--- config.mk ---
export PLATFORM = sky130hd
export DESIGN_NAME = shift_left_seq
export DESIGN_NICKNAME = d
export VERILOG_FILES = /design/src/rtl/shift_left_seq_pkg.sv /design/src/rtl/shift_left_seq_shl_level.sv /design/src/rtl/shift_left_seq.sv
export SDC_FILE = /design/constraint.sdc
export NUM_CORES = 1
export LEC_CHECK = 0
export BUFFER_PORTS_ARGS = -buffer_cell sky130_fd_sc_hd__buf_2
export CORE_ASPECT_RATIO = 1.2
export CORE_MARGIN = 5
export CORE_UTILIZATION = 55
export DETAILED_ROUTE_END_ITERATION = 8
export PLACE_DENSITY = 0.91
export SYNTH_ARGS = -nofsm -noshare
export SYNTH_HDL_FRONTEND = slang
export SYNTH_SLANG_ARGS = --single-unit
export TNS_END_PERCENT = 5
--- constraint.sdc ---
create_clock -name clk -period 2.45 [get_ports clk]
set_clock_uncertainty 0.15 [all_clocks]
set_input_delay 0.49 -clock clk [delete_from_list [all_inputs] [get_ports clk]]
set_output_delay 0.49 -clock clk [all_outputs]
set_load 0.05 [all_outputs]
--- src/rtl/shift_left_seq_pkg.sv ---
// Shared types and helpers for the iterative left shifter.
package shift_left_seq_pkg;

  typedef enum logic [1:0] {
    IDLE  = 2'd0,
    SHIFT = 2'd1,
    DONE  = 2'd2
  } state_e;

  // Width of the level counter; a single-level shifter still needs one bit.
  function automatic int unsigned lvl_width(input int unsigned shw);
    return (shw > 1) ? $clog2(shw) : 1;
  endfunction

endpackage

--- src/rtl/shift_left_seq_shl_level.sv ---
// One power-of-two left-shift level with zero fill and a shifted-out-ones flag.
module shl_level #(
  parameter int unsigned WIDTH = 32,
  parameter int unsigned K     = 0
) (
  input  logic [WIDTH-1:0] x,
  input  logic             en,
  output logic [WIDTH-1:0] y,
  output logic             out
);

  localparam int unsigned S = 1 << K;

  assign y   = en ? (x << S) : x;
  assign out = en & (|x[WIDTH-1 -: S]);

endmodule

--- src/rtl/shift_left_seq.sv ---
// Iterative logical left shifter: one shift-amount bit per clock, fixed latency,
// start/busy/done handshake and a sticky flag for any 1-bit shifted out.
module shift_left_seq
  import shift_left_seq_pkg::*;
#(
  parameter int unsigned WIDTH = 32,
  parameter int unsigned SHW   = 5
) (
  input  logic             clk,
  input  logic             reset,
  input  logic             start,
  input  logic [WIDTH-1:0] A,
  input  logic [SHW-1:0]   shamt,
  output logic [WIDTH-1:0] R,
  output logic             lost,
  output logic             busy,
  output logic             done
);

  localparam int unsigned LVW = lvl_width(SHW);

  state_e           state_q, state_d;
  logic [WIDTH-1:0] r_q, r_d;
  logic             lost_q, lost_d;
  logic [SHW-1:0]   shamt_q, shamt_d;
  logic [LVW-1:0]   lvl_q, lvl_d;

  logic [WIDTH-1:0] lvl_y [SHW];
  logic [SHW-1:0]   lvl_out;
  logic [WIDTH-1:0] sel_y;
  logic             sel_out;

  for (genvar k = 0; k < SHW; k++) begin : g_lvl
    shl_level #(
      .WIDTH(WIDTH),
      .K    (k)
    ) u_lvl (
      .x  (r_q),
      .en (shamt_q[k]),
      .y  (lvl_y[k]),
      .out(lvl_out[k])
    );
  end

  // All levels see the same register; the counter picks the one active this cycle.
  always_comb begin
    sel_y   = r_q;
    sel_out = 1'b0;
    for (int unsigned k = 0; k < SHW; k++) begin
      if (lvl_q == LVW'(k)) begin
        sel_y   = lvl_y[k];
        sel_out = lvl_out[k];
      end
    end
  end

  always_comb begin
    state_d = state_q;
    r_d     = r_q;
    lost_d  = lost_q;
    shamt_d = shamt_q;
    lvl_d   = lvl_q;
    case (state_q)
      IDLE: begin
        if (start) begin
          r_d     = A;
          shamt_d = shamt;
          lost_d  = 1'b0;
          lvl_d   = '0;
          state_d = SHIFT;
        end
      end
      SHIFT: begin
        r_d    = sel_y;
        lost_d = lost_q | sel_out;
        lvl_d  = lvl_q + LVW'(1);
        if (lvl_q == LVW'(SHW - 1)) state_d = DONE;
      end
      DONE:    state_d = IDLE;
      default: state_d = IDLE;
    endcase
  end

  always_ff @(posedge clk) begin
    if (reset) begin
      state_q <= IDLE;
      r_q     <= '0;
      lost_q  <= 1'b0;
      shamt_q <= '0;
      lvl_q   <= '0;
    end else begin
      state_q <= state_d;
      r_q     <= r_d;
      lost_q  <= lost_d;
      shamt_q <= shamt_d;
      lvl_q   <= lvl_d;
    end
  end

  assign R    = r_q;
  assign lost = lost_q;
  assign busy = (state_q == SHIFT) || (state_q == DONE);
  assign done = (state_q == DONE);

endmodule

---- Word-level counts from Yosys, hierarchy flattened ----
Cells that the tools add are included.
word-level totals
  output and inout bits ................... 35
  bits in registers ....................... 43
  input port bits ......................... 40
  logic and storage cells ................. 62
operators by class
  multiplexer cells ....................... 24
  equal/unequal tests ..................... 14
  add/sub/neg operators ................... 1
  bitwise gates (word level) .............. 6
  reduce and logical (&&, ||, !) cells .... 12
operators by type and width
  cell                                                                    number
  32-bit two-way mux                                                      11
  32-bit one-hot mux with 2 select lines                                  1
  6-bit != test (second input constant)                                   3
  16-bit OR reduction                                                     1
  8-bit AND reduction                                                     1
  8-bit OR reduction                                                      1
  3-bit by 2-bit equality test with 1-bit output (second input constant)  2
  1-bit two-way mux                                                       6
  3-bit one-hot mux with 2 select lines                                   1
  2-bit AND reduction                                                     3
  1-bit bitwise AND                                                       5
  5-bit != test (second input constant)                                   1
  2-bit two-way mux                                                       2
  2-bit != test (second input constant)                                   2
  4-bit != test (second input constant)                                   1
  2-bit one-hot mux with 2 select lines                                   1
  4-bit OR reduction                                                      1
  3-bit by 1-bit adder with 3-bit output (second input constant)          1
  3-bit by 1-bit equality test with 1-bit output (second input constant)  1
  3-bit equality test (second input constant)                             1
  3-bit logical NOT                                                       1
  3-bit two-way mux                                                       1
  3-bit != test (second input constant)                                   1
  2-bit by 1-bit equality test with 1-bit output (second input constant)  1
  7 further kinds                                                         7

---- Longest topological paths before layout ----
  depth after elaboration ................. 8
  mapped depth ............................ 11
  mapped depth without buffers ............ 7

---- By module ----
From an unflattened synthesis, not the netlist that was laid out.
second synthesis, totals
  cell total of the unflattened synthesis .. 610
  area, all modules ....................... 5931.9 um2
modules (own cells, without submodules)
  module                       area each (um2)  cells each  instances  sequential area each (um2)
  shift_left_seq               3467.1           418         1          860.8
  shl_level at g_lvl[0].u_lvl  533.0            37          1          0.0
  shl_level at g_lvl[1].u_lvl  525.5            37          1          0.0
  shl_level at g_lvl[2].u_lvl  508.0            37          1          0.0
  shl_level at g_lvl[3].u_lvl  481.7            39          1          0.0
  shl_level at g_lvl[4].u_lvl  416.6            42          1          0.0

---- Worst setup path after synthesis ----
OpenSTA, ideal clock, no wires.
  path type ............................... flip-flop to flip-flop
  start ................................... reg lvl_q[2]
  end ..................................... reg r_q[23], in the netlist R[23]
  path buffers ............................ 4
  arrival time ............................ 1.933 ns
  cell stages (with the launch flop) ...... 12
  slack ................................... 0.230 ns
  clock period less this slack ............ 2.220 ns
  data required time ...................... 2.163 ns
  library setup time ...................... 0.137 ns
  path through ............................ dfxtp_1 buf_2 inv_1 ha_1 or2_1 buf_6 a221oi_2 o21ai_2 buf_6 buf_2 nand3b_1 o41ai_2
on the way
  cells in the longest elaborated chain, start to end .. 6
  elaborated cells on any way between the ends .. 17
  those cells by class .................... 10 x eq/ne; 5 x mux; 2 x reduce/logical
ends and longest elaborated chain
  item                                            RTL line              text
  from (decl)                                     shift_left_seq.sv:26  logic [LVW-1:0] lvl_q, lvl_d;
  from (signal assigned)                          shift_left_seq.sv:96  lvl_q <= lvl_d;
  3-bit by 1-bit equality test with 1-bit output  shift_left_seq.sv:50  if (lvl_q == LVW'(k)) begin
  32-bit two-way mux (4 in a row)                 shift_left_seq.sv:50
  32-bit one-hot mux with 2 select lines          shift_left_seq.sv:63  case (state_q)
  to (signal assigned)                            shift_left_seq.sv:93  r_q <= r_d;
  to (decl)                                       shift_left_seq.sv:23  logic [WIDTH-1:0] r_q, r_d;
Several ways; a longest one is shown, not always the timed one.
A chain may end at the register's enable or synchronous reset.

---- Worst setup path after layout ----
  start ................................... reg lvl_q[0]
  end ..................................... reg r_q[23], in the netlist R[23]
The elaborated chain is that of the path after synthesis.

==> impl_metrics.env <==
export IMPL_status="completed"
export IMPL_antenna_left=0
export IMPL_cts_clk_slew_worst_paths_ns=0.09
export IMPL_setup_viol=0
export IMPL_port_buffers=74
export IMPL_initialDrtViolationCount=648
export IMPL_ys_flop_type="dfxtp_1"
export IMPL_placed_area_mm2=0.00379
export IMPL_dp_hpwl_mm=7.30
export IMPL_gp_routability_congestion=0.918
export IMPL_power_density_mw_per_mm2=637
export IMPL_cts_root_buf="clkbuf_8"
export IMPL_initial_core_util_pct=56.3
export IMPL_setup_tns_ns=0
export IMPL_cts_buffers=5
export IMPL_total_leakage_power_uw=0.00160
export IMPL_grt_max_degree=42
export IMPL_grtUsageTotal_pct=27.4
export IMPL_antenna_found_initial=0
export IMPL_rsz0062_at_grt="no"
export IMPL_nets=569
export IMPL_crit_path_start_kind="flip-flop"
export IMPL_wirelength_mm=10.5
export IMPL_slew_viol_final=0
export IMPL_layout_common_cells="a21oi_1 (74), buf_2 (74), nand2_1 (67)"
export IMPL_ioPinCount=75
export IMPL_cts_sinks=43
export IMPL_syn_avg_cell_area_um2=7.28
export IMPL_core_region_area_mm2=0.00601
export IMPL_routedWlPerCell_um=17.4
export IMPL_ys_seq_area_share_pct=25.4
export IMPL_cts_max_level=2
export IMPL_relSlewSlack_pct=49.3
export IMPL_grt_overflow=0
export IMPL_hold_class="in2reg"
export IMPL_tightestPinTransition_ns=0.761
export IMPL_fin_crit_sh_pct=96.0
export IMPL_max_cap_viol_count=0
export IMPL_fin_crit_ns=2.35
export IMPL_die_w_um=81.6
export IMPL_clk_path_buf_depth=2
export IMPL_critPathMaxFanout=19
export IMPL_floorplan_die_height_um=96.0
export IMPL_ys_warn_count=0
export IMPL_multiInputGateArea_mm2=0.00226
export IMPL_worst_slack_ns=0.0987
export IMPL_yosys_cell_types_count=51
export IMPL_rows=31
export IMPL_cts_tree="built"
export IMPL_arrival_ns=2.37
export IMPL_hold_slack_ns=0.296
export IMPL_nFillCells=508
export IMPL_clock_latency_ns=0.30
export IMPL_dieArea_mm2=0.00783
export IMPL_seqCellArea_um2=861
export IMPL_drtPass1Iterations=5
export IMPL_drc=0
export IMPL_vdd_drop_max_mv=0.349
export IMPL_cts_resized=0
export IMPL_grt_pass1_wl_mm=17.1
export IMPL_cp_end_kind="flip-flop"
export IMPL_ys_ff_latch=43
export IMPL_post_place_ws_ns=0.0476
export IMPL_cts_hold_buf=0
export IMPL_final_util_pct=65.2
export IMPL_crit_type="reg2reg"
export IMPL_hold_violations=0
export IMPL_vias_per_cell=6.37
export IMPL_max_freq_mhz=425
export IMPL_cts_setup_buffers=0
export IMPL_worstPathRequired_ns=2.46
export IMPL_synth_edf_count=0
export IMPL_synth_nets=513
export IMPL_synth_area_mm2=0.00339
export IMPL_area_delta_synth_final_pct=15.8
export IMPL_grt_pass1_vias=3555
export IMPL_diodes=0
export IMPL_async_flop_share_pct=0
export IMPL_netlist_instances=465
export IMPL_vias=3846
export IMPL_final_area_mm2=0.00392
export IMPL_drive_above_1_share_pct=25.3
==> critical path: stages (launching register included) <==
cell	delay, ns
dfxtp_1	0.42
inv_1	0.13
ha_1	0.29
a21bo_2	0.40
a2111oi_0	0.69
o41ai_2	0.14
==> cells by family after synthesis <==
logic type                 Yosys count  synth area share [%]
buffers and inverters               62                  8.76
DFF                                 43                  25.4
and+or+nand+nor                    174                  24.6
xor gates and xnor gates             1                 0.259
muxes                                6                  1.92
AOI/OAI and AO/OA                  171                  36.1
adders and majority gates            8                  2.96
==> routing by layer <==
| layer | share of wire, % | GRT usage, % |
|---|---|---|
| met5 | 0 | 0 |
| met4 | 4.6 | 13.6 |
| met3 | 9.5 | 5.43 |
| met2 | 47 | 44.0 |
| met1 | 39 | 34.8 |
==> layout make-up <==
cell class | instances | share of cell area, %
multi-input combinational | 360 | 57.5
timing repair buffer | 94 | 13.7
clock buffer | 8 | 2.55
sequential | 43 | 22.0
tap | 82 | 2.62
inverter | 17 | 1.63
==> sequential cells by signal (all words and copies together) (netlist names) <==
register,count
lvl_q,3
shamt_q,5
lost,1
R,32
state_q,2
==> final timing paths <==
check / startpoint / endpoint / slack, ns / cells after the start
worst max-delay path: lvl_q[0] / R[23] / 0.1 / 5
worst min-delay path: shamt[0] / shamt_q[0] / 0.30 / 3
worst max register to register: lvl_q[0] / R[23] / 0.1 / 5
worst min register to register: lost / lost / 0.31 / 2
==> power breakdown <==
group	internal [µW]	total (µW)	switching, µW	leakage [µW]
clock network	258	513	255	0.0000515
registers	784	928	145	0.000354
logic	327	1050	727	0.00120
total	1370	2500	1130	0.00160
==> metrics by stage <==
stage	power (µW)	instances
after floorplan	1710	465
after global placement	1930	596
after detailed placement	1960	596
after CTS	2470	604
after global routing	2610	604
final	2500	604
==> Yosys cell counts, types with 2 or more instances <==
library cell  count  area, µm²
a311oi_1          4       35.0
a32oi_1           2       17.5
nand3b_1         19        143
a21oi_1          74        370
a211oi_1         10       75.1
mux2_2            3       33.8
o21ai_0          28        140
o221ai_1          8       70.1
buf_6             6       67.6
mux2i_1           2       20.0
nor3_1            6       30.0
buf_1             3       11.3
and3_1            8       50.1
clkbuf_1         23       86.3
inv_1            17       63.8
a221oi_1          2       17.5
o41ai_2          12        195
a2111oi_0         3       26.3
o211ai_1          4       30.0
buf_2            12       60.1
nor3b_1           8       60.1
ha_1              8        100
a311oi_2          4       60.1
or4_1             4       30.0
nor2_1           44        165
nand3_1          11       55.1
dfxtp_1          43        861
nand2_1          67        251
o22ai_1           8       50.1
Power figures use the tool's default switching activity.
